## src/rtl/float2fixed_pkg.sv

```systemverilog
// Shared widths and tag type for the float2fixed converter arbiter.
package float2fixed_pkg;
  localparam int FLOAT_W      = 16;
  localparam int FIXED_W      = 44;
  localparam int CONV_LAT_DEF = 2;
  localparam int IDX_W        = 3;

  typedef struct packed {
    logic             valid;
    logic [IDX_W-1:0] idx;
  } conv_tag_t;
endpackage

```

## src/rtl/rr_arbiter.sv

```systemverilog
// Combinational round-robin arbiter: one-hot grant to the first requester at or after ptr.
module rr_arbiter #(
  parameter int N_REQ = 4,
  localparam int PTR_W = $clog2(N_REQ)
) (
  input  logic [N_REQ-1:0] req,
  input  logic [PTR_W-1:0] ptr,
  input  logic             en,
  output logic [N_REQ-1:0] grant
);
  localparam int SW = PTR_W + 1;

  logic [SW-1:0]    sum;
  logic [PTR_W-1:0] idx;
  logic             found;

  // Wrap ptr+k back into 0..N_REQ-1; one subtract suffices since both terms are < N_REQ.
  always_comb begin
    grant = '0;
    found = 1'b0;
    sum   = '0;
    idx   = '0;
    if (en) begin
      for (int k = 0; k < N_REQ; k++) begin
        sum = {1'b0, ptr} + SW'(k);
        if (sum >= SW'(N_REQ)) sum = sum - SW'(N_REQ);
        idx = sum[PTR_W-1:0];
        if (!found && req[idx]) begin
          grant[idx] = 1'b1;
          found      = 1'b1;
        end
      end
    end
  end
endmodule

```

## src/rtl/float2fixed_arbiter.sv

```systemverilog
// Shares one float2fixed converter among N_REQ requesters; a tag pipeline routes results back.
module float2fixed_arbiter
  import float2fixed_pkg::*;
#(
  parameter int N_REQ    = 4,
  parameter int CONV_LAT = CONV_LAT_DEF
) (
  input  logic                     clk,
  input  logic                     reset_n,
  input  logic                     enable,
  input  logic [N_REQ-1:0]         req_valid,
  input  logic [N_REQ*FLOAT_W-1:0] req_float,
  output logic [N_REQ-1:0]         req_ready,
  output logic [FLOAT_W-1:0]       conv_float,
  input  logic [FIXED_W-1:0]       conv_fixed,
  output logic [N_REQ-1:0]         rsp_valid,
  output logic [FIXED_W-1:0]       rsp_fixed,
  output logic                     busy
);
  localparam int PTR_W = $clog2(N_REQ);

  logic [PTR_W-1:0]              ptr;
  logic [PTR_W-1:0]              gnt_idx;
  logic [N_REQ-1:0]              grant;
  logic                          xfer;
  logic [N_REQ-1:0][FLOAT_W-1:0] req_vec;
  conv_tag_t                     tag_pipe [CONV_LAT:0];
  conv_tag_t                     out_tag;
  logic                          any_tag;

  assign req_vec = req_float;

  // Gating with reset_n keeps req_ready low while reset is asserted.
  rr_arbiter #(.N_REQ(N_REQ)) u_rr (
    .req   (req_valid),
    .ptr   (ptr),
    .en    (enable & reset_n),
    .grant (grant)
  );

  assign req_ready = grant;
  assign xfer      = |grant;

  always_comb begin
    gnt_idx = '0;
    for (int i = 0; i < N_REQ; i++)
      if (grant[i]) gnt_idx = PTR_W'(i);
  end

  // tag_pipe[0] is the issue tag aligned with conv_float; tag_pipe[CONV_LAT] lines up with conv_fixed.
  always_ff @(posedge clk or negedge reset_n) begin
    if (!reset_n) begin
      ptr        <= '0;
      conv_float <= '0;
      for (int s = 0; s <= CONV_LAT; s++) tag_pipe[s] <= '0;
    end else begin
      if (xfer) begin
        ptr               <= (gnt_idx == PTR_W'(N_REQ-1)) ? '0 : gnt_idx + PTR_W'(1);
        conv_float        <= req_vec[gnt_idx];
        tag_pipe[0].valid <= 1'b1;
        tag_pipe[0].idx   <= IDX_W'(gnt_idx);
      end else begin
        conv_float  <= '0;
        tag_pipe[0] <= '0;
      end
      for (int s = 1; s <= CONV_LAT; s++) tag_pipe[s] <= tag_pipe[s-1];
    end
  end

  assign out_tag = tag_pipe[CONV_LAT];

  always_ff @(posedge clk or negedge reset_n) begin
    if (!reset_n) begin
      rsp_valid <= '0;
      rsp_fixed <= '0;
    end else if (out_tag.valid) begin
      rsp_valid <= N_REQ'(1) << out_tag.idx;
      rsp_fixed <= conv_fixed;
    end else begin
      rsp_valid <= '0;
    end
  end

  always_comb begin
    any_tag = 1'b0;
    for (int s = 0; s <= CONV_LAT; s++) any_tag = any_tag | tag_pipe[s].valid;
  end

  assign busy = any_tag | (|rsp_valid);
endmodule
```

## config.mk

```make
export PLATFORM = sky130hd
export DESIGN_NAME = float2fixed_arbiter
export DESIGN_NICKNAME = d
export VERILOG_FILES = /design/src/rtl/float2fixed_pkg.sv /design/src/rtl/rr_arbiter.sv /design/src/rtl/float2fixed_arbiter.sv
export SDC_FILE = /design/constraint.sdc
export NUM_CORES = 1
export LEC_CHECK = 0
export CAP_MARGIN = 20
export CORE_MARGIN = 3
export CORE_UTILIZATION = 35
export CTS_BUF_LIST = sky130_fd_sc_hd__clkbuf_16
export CTS_CLUSTER_SIZE = 16
export DETAILED_ROUTE_END_ITERATION = 7
export PLACE_DENSITY = 0.75
export SLEW_MARGIN = 10
export SYNTH_ARGS = -nofsm -noshare
export SYNTH_HDL_FRONTEND = slang
export SYNTH_HIERARCHICAL = 1
export SYNTH_SLANG_ARGS = --single-unit
```

## constraint.sdc

```tcl
create_clock -name clk -period 3.06 [get_ports clk]
set_clock_uncertainty 0.2 [all_clocks]
set_input_delay 0.612 -clock clk [delete_from_list [all_inputs] [get_ports clk]]
set_output_delay 0.612 -clock clk [all_outputs]
set_load 0.03 [all_outputs]
```

==> results.env <==
REMAINING_DRC_ERRORS=0
HOLD_PATH.CLASS='reg -> reg'
WORST_SETUP_PATH_START_KIND='input port'
RSZ0062_AT_GRT='true'
POSTSYNTHCELLCOUNT=266
CLKSLEWWORSTSETUPHOLDPATHS_PS=60
FINAL_CELL_AREA_MM2=0.00610
DETAILEDPLACEMENTHPWL_UM=7360
FINAL_SETUP_VIOLATIONS=0
FIRSTDRTPASSITERS=4
FMAXACHIEVABLE_MHz=330
INTERNAL-POWER_mW=3.73
MAX_CAP_VIOLATIONS=0
FLOORPLAN.DIE.WIDTH_UM=107
DISTINCT_CELL_TYPE_COUNT_AFTER_SYNTHESIS=38
START_UTIL_PCT=36.4
FINAL.FILL_COUNT=797
GPL.FINAL_WEIGHTED_CONGESTION=0.760
CP_SLOWEST_STAGE_DELAY_PS=530
PATH_BUF_INV=2
CTS-BUFFERS-INSERTED=9
FINAL.SETUP.TNS_PS=0
MAX-SLEW-MARGIN-REL_PCT=38.1
MAX-CLOCK-PATH-BUFFERS=2
HOLD-WORST-SLACK_PS=151
CHIPHEIGHT_UM=107
TIMING.FINAL.MAX_SLEW_VIOLATIONS=0
LAYOUT-DRIVE-GT1-SHARE_PCT=26.7
FINALPOWER_mW=6.06
POWER.DENSITY_mW_PER_MM2=994
SYNTH-ASYNC-RESET-RATIO_PCT=100
DIE_AREA_MM2=0.0115
SYNTH_NETS=388
FINALHOLDVIOLATIONS=0
CLOCK_TREE.ROOT_CELL='sky130_fd_sc_hd__clkbuf_16'
LAYOUT_MIN_CYCLE_TIME_PS=3030
ROUTED_WL_UM=10000
SEQUENTIAL_SHARE_OF_THE_SYNTHESIZED_AREA_PCT=52.3
TIMING.CRITICAL_PATH.MAX_DELAY_FAMILY='multiplexers'
LEAKAGEPOWER_nW=2.49
POST_DP_CELL_AREA_MM2=0.00566
ANTENNADIODECOUNT=0
YS.WARNINGS.COUNT=6
END_KIND='primary output'
CRITPATHSLOWESTCELL='sky130_fd_sc_hd__mux4_2'
GRT_FIRST_PASS_WIRELENGTH_UM=15300
WORSTPATHREQUIRED_PS=2250
GRT_ANTENNA_BEFORE_REPAIR=0
FINISH.NET_COUNT=597
TRITONCTS='done'
PART_OF_THE_CYCLE_THE_WORST_PATH_NEEDS_PCT=99.1
CRIT_ARRIVAL_PS=2220
AVGSYNTHCELLAREA_UM2=13.5
YS_SEQ_ELEMENTS=75
CORE_REGION_AREA_MM2=0.00986
IO_PINS=184
WORSTSKEWPAIRLATENCY_PS=320
POWER.COMBINATIONAL.FRACTION_PCT=54.2
POWER_SWITCHING_SHARE_PCT=38.5
NUM_VIAS=2958
PORT_BUFFERS=183
FINALCOREUTILIZATION_PCT=61.9
DRTITER0DRC=108
RUN_STATUS='finished, final reports clean'
TIMING.CRITICAL_PATH.FANOUT_MAX=6
NUMCLOCKSINKS=75
SYNTHFLOPTYPE='sky130_fd_sc_hd__dfrtp_1'
SYNTHESIS.AREA_MM2=0.00359
POST_DRT_WL_PER_CELL_UM=16.4
PLACEMENT_ROWS=36
GRT_START_MAX_NET_PINS=76
HTREE_LEVELS=3
CRIT_TYPE='in -> out'
AREA_GROWTH_PCT=70.0
GR-TOTAL-OVERFLOW=0
FIRST_GLOBAL_VIAS=3073
POWER.IR.VDD_WORST_mV=0.525
SEQ_POWER_SHARE_PCT=26.7
GRT_USAGE_PCT=16.9
ANTENNA_VIOLATING_NETS_POST_ROUTE=0
POWER_SWITCHING_mW=2.34
WORST_PIN_SLEW_PS=928
COUNT_OF_FLIP_FLOPS_WITH_A_BUILT_IN_ENABLE_AFTER_SYNTHESIS=0
CLKPWRFRAC_PCT=19.2
CP_CELL_SEQUENCE='dlygate4sd2_1 -> mux4_2 -> or3b_1 -> a21oi_1 -> a221o_2 -> buf_6'
POST_DRT_VIA_CELL_RATIO=4.83
-- area by class of cell --
class	instances	area (µm²)	share of cell area, %
repair buffers	214	2090	34.2
flip-flops and latches	75	1880	30.8
multi-input cells	163	1590	26.1
clock buffers	9	225	3.69
well taps	133	166	2.73
clock inverters	7	105	1.72
inverters	12	45.0	0.738
-- cell usage after synthesis, types with 2 or more instances --
master                       n  share of area (%)
sky130_fd_sc_hd__dfrtp_1    75                 52
sky130_fd_sc_hd__mux2_2     44                 14
sky130_fd_sc_hd__nor3b_1    19                4.0
sky130_fd_sc_hd__nor2b_1    17                3.0
sky130_fd_sc_hd__mux2i_1    16                4.5
sky130_fd_sc_hd__inv_1      11                1.2
sky130_fd_sc_hd__a2111oi_2  10                4.2
sky130_fd_sc_hd__buf_2      10                1.4
sky130_fd_sc_hd__ha_1        7                2.4
sky130_fd_sc_hd__nand2_1     6               0.63
sky130_fd_sc_hd__a2111oi_0   5                1.2
sky130_fd_sc_hd__a21oi_1     5               0.70
sky130_fd_sc_hd__a221o_2     4                1.3
sky130_fd_sc_hd__nor2_1      4               0.42
sky130_fd_sc_hd__or3b_1      4               0.98
sky130_fd_sc_hd__buf_6       3               0.94
sky130_fd_sc_hd__and3b_1     2               0.49
sky130_fd_sc_hd__clkbuf_1    2               0.21
sky130_fd_sc_hd__mux4_2      2                1.3
sky130_fd_sc_hd__nor3_1      2               0.28
-- power groups by stage --
stage	clock network, mW	logic (mW)	registers [mW]
detailed placement	0	3.18	1.64
CTS	1.19	3.28	1.62
finish	1.16	3.29	1.62
global placement	0	3.14	1.62
floorplan	0	1.18	2.35
global route	1.23	3.48	1.67
-- metrics by stage --
step                      setup slack, ps  instances
after floorplan                      1.36        266
after detailed placement             -482        589
final                                27.0        613
after global placement               -445        589
after CTS                            5.51        612
after global routing                -48.4        613
-- worst register-to-register path, delay by kind of cell (launching register included) --
kind | cells | cell delay [ps]
buf+inv | 3 | 540
mux | 1 | 370
simple gates | 2 | 570
fa+ha+maj | 1 | 270
flops | 1 | 390
compound gates | 3 | 460
-- layout by cell type, fill, tap and decap left out, types with 3 or more instances in the layout --
cell	n
sky130_fd_sc_hd__a221o_2	4
sky130_fd_sc_hd__nor2_1	3
sky130_fd_sc_hd__a2111oi_2	10
sky130_fd_sc_hd__or3b_1	3
sky130_fd_sc_hd__inv_1	9
sky130_fd_sc_hd__nor2b_1	17
sky130_fd_sc_hd__ha_1	6
sky130_fd_sc_hd__inv_6	3
sky130_fd_sc_hd__inv_2	3
sky130_fd_sc_hd__buf_6	5
sky130_fd_sc_hd__a2111oi_0	4
sky130_fd_sc_hd__buf_4	29
sky130_fd_sc_hd__dfrtp_1	74
sky130_fd_sc_hd__a21oi_1	3
sky130_fd_sc_hd__clkdlybuf4s50_1	174
sky130_fd_sc_hd__mux2i_1	16
sky130_fd_sc_hd__mux2_2	44
sky130_fd_sc_hd__nor3b_1	18
sky130_fd_sc_hd__nand2_1	6
sky130_fd_sc_hd__clkbuf_16	9
-- what timing repair did --
action / 4_1_cts / 5_1_grt
buffers inserted: 7 / 1
gates resized for setup: 13 / 10
hold buffers: 0 / 0
pin swaps: 8 / 5
setup endpoints to repair: 20 / 18
-- per-layer routing --
metal	track usage [%]	routed length, µm	up-vias
met1	19.6	4030	1423
met5	0	0	-
met2	30.0	4920	131
li1	-	-	1392
met3	4.68	938	12
met4	5.66	144	0
-- path summary, 6_finish.rpt --
kind | startpoint | end | cells past startpoint | slack [ps]
setup / recovery | req_valid[0] | req_ready[1] | 6 | 30
hold / removal | tag_pipe[4] | out_tag[0] | 0 | 150
setup reg to reg | ptr[0] | ptr[0] | 10 | 140
hold reg to reg | tag_pipe[4] | out_tag[0] | 0 | 150
max in group asynchronous | reset_n | out_tag[3] | 2 | 1660
min in group asynchronous | reset_n | rsp_fixed[36] | 2 | 350
-- cells by family after synthesis --
kind of cell | synth area share [%]
AOI/OAI and AO/OA | 9.83
adders and majority gates | 2.44
and+or+nand+nor | 11.6
DFF | 52.3
buffers and inverters | 4.36
muxes | 19.5
-- sequential cells by signal, indices dropped and copies added, names as in the netlist --
register,cells
out_tag,3
ptr,2
rsp_valid,4
tag_pipe,6
rsp_fixed,44
conv_float,16
Note: power is estimated with default switching activity, not from simulation.
